**src/rtl/proc_control_fsm_if.sv**
```systemverilog
// Control bundle between proc_control_fsm and the 16-bit datapath.
// master: the control FSM. slave: the datapath (or a bench standing in for it).
// The retired_cnt signal exists only when INSTR_COUNT_EN is defined.
interface proc_control_fsm_if #(
  parameter int unsigned DATA_W = 16,
  parameter int unsigned REG_AW = 3
);
  logic              run;
  logic [DATA_W-1:0] instr;
  logic [DATA_W-1:0] imm;
  logic              din_sel;
  logic              wb_sel;
  logic [REG_AW-1:0] rx_addr;
  logic [REG_AW-1:0] ry_addr;
  logic              rd_sel;
  logic              reg_we;
  logic              a_load;
  logic              g_load;
  logic [1:0]        alu_op;
  logic              ir_load;
  logic              busy;
  logic              done;
  logic              illegal;
`ifdef INSTR_COUNT_EN
  logic [DATA_W-1:0] retired_cnt;

  modport master (
    input  run, instr,
    output imm, din_sel, wb_sel, rx_addr, ry_addr, rd_sel, reg_we, a_load, g_load,
    output alu_op, ir_load, busy, done, illegal, retired_cnt
  );

  modport slave (
    output run, instr,
    input  imm, din_sel, wb_sel, rx_addr, ry_addr, rd_sel, reg_we, a_load, g_load,
    input  alu_op, ir_load, busy, done, illegal, retired_cnt
  );
`else
  modport master (
    input  run, instr,
    output imm, din_sel, wb_sel, rx_addr, ry_addr, rd_sel, reg_we, a_load, g_load,
    output alu_op, ir_load, busy, done, illegal
  );

  modport slave (
    output run, instr,
    input  imm, din_sel, wb_sel, rx_addr, ry_addr, rd_sel, reg_we, a_load, g_load,
    input  alu_op, ir_load, busy, done, illegal
  );
`endif
endinterface

```
**src/rtl/proc_control_fsm.sv**
```systemverilog
// Multi-cycle control unit for the 16-bit datapath: fetch, decode, execute, write-back.
// Drives the data/write-back/address mux selects and the register, A, G and IR enables.
// Optional feature: define INSTR_COUNT_EN to add the retired_cnt instruction counter.
module proc_control_fsm #(
  parameter int unsigned DATA_W = 16,
  parameter int unsigned REG_AW = 3
) (
  input logic                clk,
  input logic                reset,
  proc_control_fsm_if.master bus
);

  localparam logic [3:0] OpMv  = 4'd0;
  localparam logic [3:0] OpMvi = 4'd1;
  localparam logic [3:0] OpAdd = 4'd2;
  localparam logic [3:0] OpSub = 4'd3;
  localparam logic [3:0] OpAnd = 4'd4;
  localparam logic [3:0] OpOr  = 4'd5;

  typedef enum logic [2:0] {
    StIdle,
    StFetch,
    StDecode,
    StMove,
    StExA,
    StExG,
    StWb,
    StDone
  } state_e;

  state_e            state_q, state_d;
  logic [DATA_W-1:0] ir_q;
  logic              ill_q, ill_d;

  // Instruction fields, all combinational from IR
  logic [3:0]        opcode;
  logic              op_is_move;
  logic              op_is_alu;
  logic [1:0]        alu_code;

  assign opcode      = ir_q[15:12];
  assign bus.rx_addr = ir_q[9 +: REG_AW];
  assign bus.ry_addr = ir_q[6 +: REG_AW];
  assign bus.imm     = {{(DATA_W-9){1'b0}}, ir_q[8:0]};

  assign op_is_move = (opcode == OpMv) || (opcode == OpMvi);
  assign op_is_alu  = (opcode == OpAdd) || (opcode == OpSub) ||
                      (opcode == OpAnd) || (opcode == OpOr);
  // ADD..OR are opcodes 2..5; subtracting 2 in the low bits maps them to 00..11
  assign alu_code   = opcode[1:0] - 2'd2;

  // State register
  always_ff @(posedge clk or posedge reset) begin
    if (reset) begin
      state_q <= StIdle;
    end else begin
      state_q <= state_d;
    end
  end

  // Instruction register, loaded only in FETCH
  always_ff @(posedge clk or posedge reset) begin
    if (reset) begin
      ir_q <= '0;
    end else if (bus.ir_load) begin
      ir_q <= bus.instr;
    end
  end

  // Illegal-opcode flag, set in DECODE and held until DONE is left
  always_ff @(posedge clk or posedge reset) begin
    if (reset) begin
      ill_q <= 1'b0;
    end else begin
      ill_q <= ill_d;
    end
  end

  // Next-state and Moore outputs; every output defaults to 0
  always_comb begin
    state_d     = state_q;
    ill_d       = ill_q;
    bus.din_sel = 1'b0;
    bus.wb_sel  = 1'b0;
    bus.rd_sel  = 1'b0;
    bus.reg_we  = 1'b0;
    bus.a_load  = 1'b0;
    bus.g_load  = 1'b0;
    bus.alu_op  = 2'b00;
    bus.ir_load = 1'b0;
    bus.busy    = 1'b1;
    bus.done    = 1'b0;
    bus.illegal = 1'b0;

    unique case (state_q)
      StIdle: begin
        bus.busy = 1'b0;
        if (bus.run) begin
          state_d = StFetch;
        end
      end

      StFetch: begin
        bus.ir_load = 1'b1;
        state_d     = StDecode;
      end

      StDecode: begin
        if (op_is_move) begin
          state_d = StMove;
        end else if (op_is_alu) begin
          state_d = StExA;
        end else begin
          ill_d   = 1'b1;
          state_d = StDone;
        end
      end

      StMove: begin
        bus.reg_we = 1'b1;
        bus.wb_sel = 1'b0;
        if (opcode == OpMvi) begin
          bus.din_sel = 1'b1;
        end else begin
          bus.rd_sel  = 1'b1;
          bus.din_sel = 1'b0;
        end
        state_d = StDone;
      end

      // A captures Rx here, so Rx==Ry still sees the original Rx value
      StExA: begin
        bus.rd_sel  = 1'b0;
        bus.din_sel = 1'b0;
        bus.a_load  = 1'b1;
        state_d     = StExG;
      end

      StExG: begin
        bus.rd_sel  = 1'b1;
        bus.din_sel = 1'b0;
        bus.g_load  = 1'b1;
        bus.alu_op  = alu_code;
        state_d     = StWb;
      end

      StWb: begin
        bus.wb_sel = 1'b1;
        bus.reg_we = 1'b1;
        state_d    = StDone;
      end

      StDone: begin
        bus.done    = 1'b1;
        bus.illegal = ill_q;
        ill_d       = 1'b0;
        state_d     = StIdle;
      end

      default: begin
        state_d = StIdle;
      end
    endcase
  end

`ifdef INSTR_COUNT_EN
  logic [DATA_W-1:0] retired_q;

  // Count legal retirements; wraps naturally at the top of the range
  always_ff @(posedge clk or posedge reset) begin
    if (reset) begin
      retired_q <= '0;
    end else if ((state_q == StDone) && !ill_q) begin
      retired_q <= retired_q + DATA_W'(1);
    end
  end

  assign bus.retired_cnt = retired_q;
`endif

endmodule

```
**src/flat_wrapper.sv**
```systemverilog
// flat-port wrapper written by rule: the top's interface ports become plain ports
module proc_control_fsm_flat 
#(
  parameter int unsigned DATA_W = 16,
  parameter int unsigned REG_AW = 3
)
  (clk, reset, bus_run, bus_instr, bus_imm, bus_din_sel, bus_wb_sel, bus_rx_addr, bus_ry_addr, bus_rd_sel, bus_reg_we, bus_a_load, bus_g_load, bus_alu_op, bus_ir_load, bus_busy, bus_done, bus_illegal);
  proc_control_fsm_if #(.DATA_W(DATA_W), .REG_AW(REG_AW)) bus_i ();
  input logic clk;
  input logic reset;
  input wire logic [$bits(bus_i.run)-1:0] bus_run;
  input wire logic [$bits(bus_i.instr)-1:0] bus_instr;
  output wire logic [$bits(bus_i.imm)-1:0] bus_imm;
  output wire logic [$bits(bus_i.din_sel)-1:0] bus_din_sel;
  output wire logic [$bits(bus_i.wb_sel)-1:0] bus_wb_sel;
  output wire logic [$bits(bus_i.rx_addr)-1:0] bus_rx_addr;
  output wire logic [$bits(bus_i.ry_addr)-1:0] bus_ry_addr;
  output wire logic [$bits(bus_i.rd_sel)-1:0] bus_rd_sel;
  output wire logic [$bits(bus_i.reg_we)-1:0] bus_reg_we;
  output wire logic [$bits(bus_i.a_load)-1:0] bus_a_load;
  output wire logic [$bits(bus_i.g_load)-1:0] bus_g_load;
  output wire logic [$bits(bus_i.alu_op)-1:0] bus_alu_op;
  output wire logic [$bits(bus_i.ir_load)-1:0] bus_ir_load;
  output wire logic [$bits(bus_i.busy)-1:0] bus_busy;
  output wire logic [$bits(bus_i.done)-1:0] bus_done;
  output wire logic [$bits(bus_i.illegal)-1:0] bus_illegal;
  assign bus_i.run = bus_run;
  assign bus_i.instr = bus_instr;
  assign bus_imm = bus_i.imm;
  assign bus_din_sel = bus_i.din_sel;
  assign bus_wb_sel = bus_i.wb_sel;
  assign bus_rx_addr = bus_i.rx_addr;
  assign bus_ry_addr = bus_i.ry_addr;
  assign bus_rd_sel = bus_i.rd_sel;
  assign bus_reg_we = bus_i.reg_we;
  assign bus_a_load = bus_i.a_load;
  assign bus_g_load = bus_i.g_load;
  assign bus_alu_op = bus_i.alu_op;
  assign bus_ir_load = bus_i.ir_load;
  assign bus_busy = bus_i.busy;
  assign bus_done = bus_i.done;
  assign bus_illegal = bus_i.illegal;
  proc_control_fsm #(.DATA_W(DATA_W), .REG_AW(REG_AW)) u_core (.clk(clk), .reset(reset), .bus(bus_i));
endmodule
```
**config.mk**
```make
export PLATFORM = sky130hd
export DESIGN_NAME = proc_control_fsm_flat
export DESIGN_NICKNAME = d
export VERILOG_FILES = /design/src/rtl/proc_control_fsm_if.sv /design/src/rtl/proc_control_fsm.sv /design/src/flat_wrapper.sv
export SDC_FILE = /design/constraint.sdc
export NUM_CORES = 1
export LEC_CHECK = 0
export ABC_AREA = 1
export CORE_ASPECT_RATIO = 1.2
export CORE_MARGIN = 2
export CORE_UTILIZATION = 30
export CTS_BUF_LIST = sky130_fd_sc_hd__clkbuf_4
export DETAILED_ROUTE_END_ITERATION = 10
export GPL_TIMING_DRIVEN = 0
export PLACE_DENSITY_LB_ADDON = 0.12
export SYNTH_ARGS = -nofsm -noshare
export SYNTH_HDL_FRONTEND = slang
export SYNTH_SLANG_ARGS = --single-unit
```
**constraint.sdc**
```tcl
create_clock -name clk -period 1.12 [get_ports clk]
set_input_delay 0.336 -clock clk [delete_from_list [all_inputs] [get_ports clk]]
set_output_delay 0.336 -clock clk [all_outputs]
set_load 0.03 [all_outputs]
```
==> results.md <==
* P per Cell Area at approximately 3000 nW/um2
* Critical path fanouts, max at 4
* Pins Over Slew Limit at 0
* Total grt overflow at 0
* Diode count at 0
* Slowest CP cell: dfrtp_2
* Worst path arrival time at 1310 ps
* Clk_lat worst skew at about 290 ps
* Top layer in use: met4
* Drt via density at 4.19
* Final setup viols at 37
* EDFF count, synth at 0
* Row count at 24
* Bufs on Longest Clock Path at 2
* # clock sinks at 20
* Final Net Count at 224
* First drt pass iteration count at 4
* DR vias at just over 1,000
* Drt drc at 0
* H-tree depth at 1
* Quantity of hold-fixing buffers added after cts at 0
* Die Area at approximately 4200 um2
* Die X at 59.8 um
* Min setup slack post-route at -525 ps
* Reg clk slew, reported paths at between 100 and 150 ps
* Metal-1 WL at between 1000 and 1500 um
* Largest net degree at the start of global routing at 21
* Area growth syn-to-layout at 76.6%
* Placed insts at 228
* Synthesized flop and latch total at 20
* Wire length on met2 at roughly 1300 um
* Die extent in y at a little over 70 um
* Post-route ant nets at 0
* Asr flop ratio synth at between 90% and 100%
* Non-Filler Instances at 242
* Utilization after layout at between 50% and 60%
* Tcrit/Tclk final at 147%
* Setup TNS at -7660 ps
* Fmax at between 600 and 700 MHz
* Setup Crit Path Kind: reg -> out
* Clk pwr share at under 10%
* First-pass GRT wire length at about 4000 um
* CTS tree: yes
* Post-Syn Area per Cell at between 8 and 9 um2
* DR iter-0 viols at 50
* Detail Placement HPWL at 1880 um
* Combinational share of power at 72.1%
* Initial antenna violation count at 0
* Count of cell types in the netlist at 20
* Num ports at 53
* CTS buffer count at 3
* Slowest stage delay, CP at 420 ps
* Synth Instances at approximately 140
* Most frequent cells in the layout: 42 x nand2_1, 40 x buf_6, 22 x buf_4, 18 x clkdlybuf4s50_1, 18 x dfrtp_1
* Initial core utilization at a little under a third
* CP startpoint kind: register
* IO buf count at 45
* Worst VDD drop at between 0.0015 and 0.002 V
* Post-Syn Area at around 1100 um2
* Final wirelength at roughly 2500 um
* Switching part of the total power at 45.4%
* Core box area at 3600 um2
* Synth warn at 0
* Worst hold path class: in -> async
* Maxcap violations at 0
* WP buf/inv at 4
* FILL cells at approximately 350
* Place WS at -852 ps
* Skew final at 5.01 ps
* Clk root buf: clkbuf_4
* Min Clock Period, post-route at 1640 ps
* Met3 WL at 153 um
* Sequential share of the synthesized area at 44.6%
* CP endpoint kind: output port
* Main synth FF type: dfrtp_1
* GRT Overall Usage at ~12%
* P_int at 3.35 mW
* Hold Vio Cnt, Final at 0
* Leading cell type in the layout, fill and taps excluded: nand2_1
* Unrepaired setup endpoints after global routing: yes
* Share of cells above drive strength 1 at 50.2%
* Failing checks: negative setup slack
* Vias in the first global route at between 900 and 1,000
* Critical-path cell list: inv_4 > buf_4 > nor2_4 > inv_4 > nor2_4 > buf_6
* WP data required at 780 ps
* Outcome: complete, but fails checks
* Routed len/inst at 10.5 um
* Sequential Power Share at 22.6%
* NetSw at around 2.8 mW
* Leak pwr at 0.989 nW
* Delay-heaviest family, CP: flip-flops
* Placer Congestion at 0.749
-- final timing paths --
path                              startpoint               to  slack, ps  cells past startpoint
max reg2reg                u_core.state_q[1]   u_core.ir_q[5]        -30                      8
max                        u_core.state_q[2]    bus_alu_op[0]       -520                      6
min reg2reg                   u_core.ir_q[4]   u_core.ir_q[4]        510                      2
min                                    reset   u_core.ir_q[7]        390                      2
max in group asynchronous              reset  u_core.ir_q[13]        430                      2
min in group clk              u_core.ir_q[4]   u_core.ir_q[4]        510                      2
-- power groups by stage --
| stage | Sequential (mW) | Combinational, mW | Clock [mW] |
|---|---|---|---|
| final | 1.38 | 4.42 | 0.325 |
| after global routing | 1.42 | 4.75 | 0.384 |
| after CTS | 1.38 | 4.33 | 0.350 |
| after detailed placement | 1.34 | 3.80 | 0 |
| after global placement | 1.32 | 3.76 | 0 |
| after floorplan | 1.29 | 2.72 | 0 |
-- flip-flops by register name (all words and copies together), names as in the netlist --
register / count
u_core.ill_q: 1
u_core.state_q: 3
u_core.ir_q: 16
-- routing by layer --
layer	global-route usage, %	vias to the layer above
met5	0	-
met2	21.4	32
met1	15.1	457
li1	-	522
met4	4.44	0
met3	1.83	2
-- Yosys cell counts (2+ instances only) --
| library cell | instances | area share (%) |
|---|---|---|
| a21oi_1 | 2 | 0.89 |
| buf_4 | 23 | 15 |
| buf_6 | 4 | 4.0 |
| dfrtp_1 | 20 | 45 |
| inv_1 | 10 | 3.3 |
| nand2_1 | 49 | 16 |
| nand3_1 | 4 | 1.8 |
| nor2_1 | 7 | 2.3 |
| nor3_1 | 2 | 0.89 |
| o21ai_0 | 4 | 1.8 |
| o21ai_2 | 4 | 3.1 |
-- cells by family after synthesis --
logic type / synth area share (%)
and+or+nand+nor: 25.2
DFF: 44.6
buffers and inverters: 24.1
AOI/OAI and AO/OA: 5.80
other: 0.334
-- per-stage QoR --
step	hold WS, ps	power [mW]	area, um2
final	391	6.13	1980
after global routing	432	6.55	1980
after CTS	511	6.05	1920
after detailed placement	466	5.14	1750
after global placement	464	5.08	1750
after floorplan	300	4.00	1250
-- timing repair --
action | CTS | global route
gates cloned | 1 | 1
gates resized for setup | 212 | 9
pin swaps | 5 | 1
buffers inserted | 11 | 7
endpoints found under the setup margin | 44 | 64
-- layout make-up --
cell class              count  area, um2  area share, %
repair buffers             65        671           33.8
flip-flops and latches     20        503           25.4
multi-input cells          84        492           24.8
plain buffers              18        180           9.09
inverters                  13       65.1           3.28
well taps                  39       48.8           2.46
clock buffers               3       22.5           1.14
Note: power is estimated with default switching activity, not from simulation.
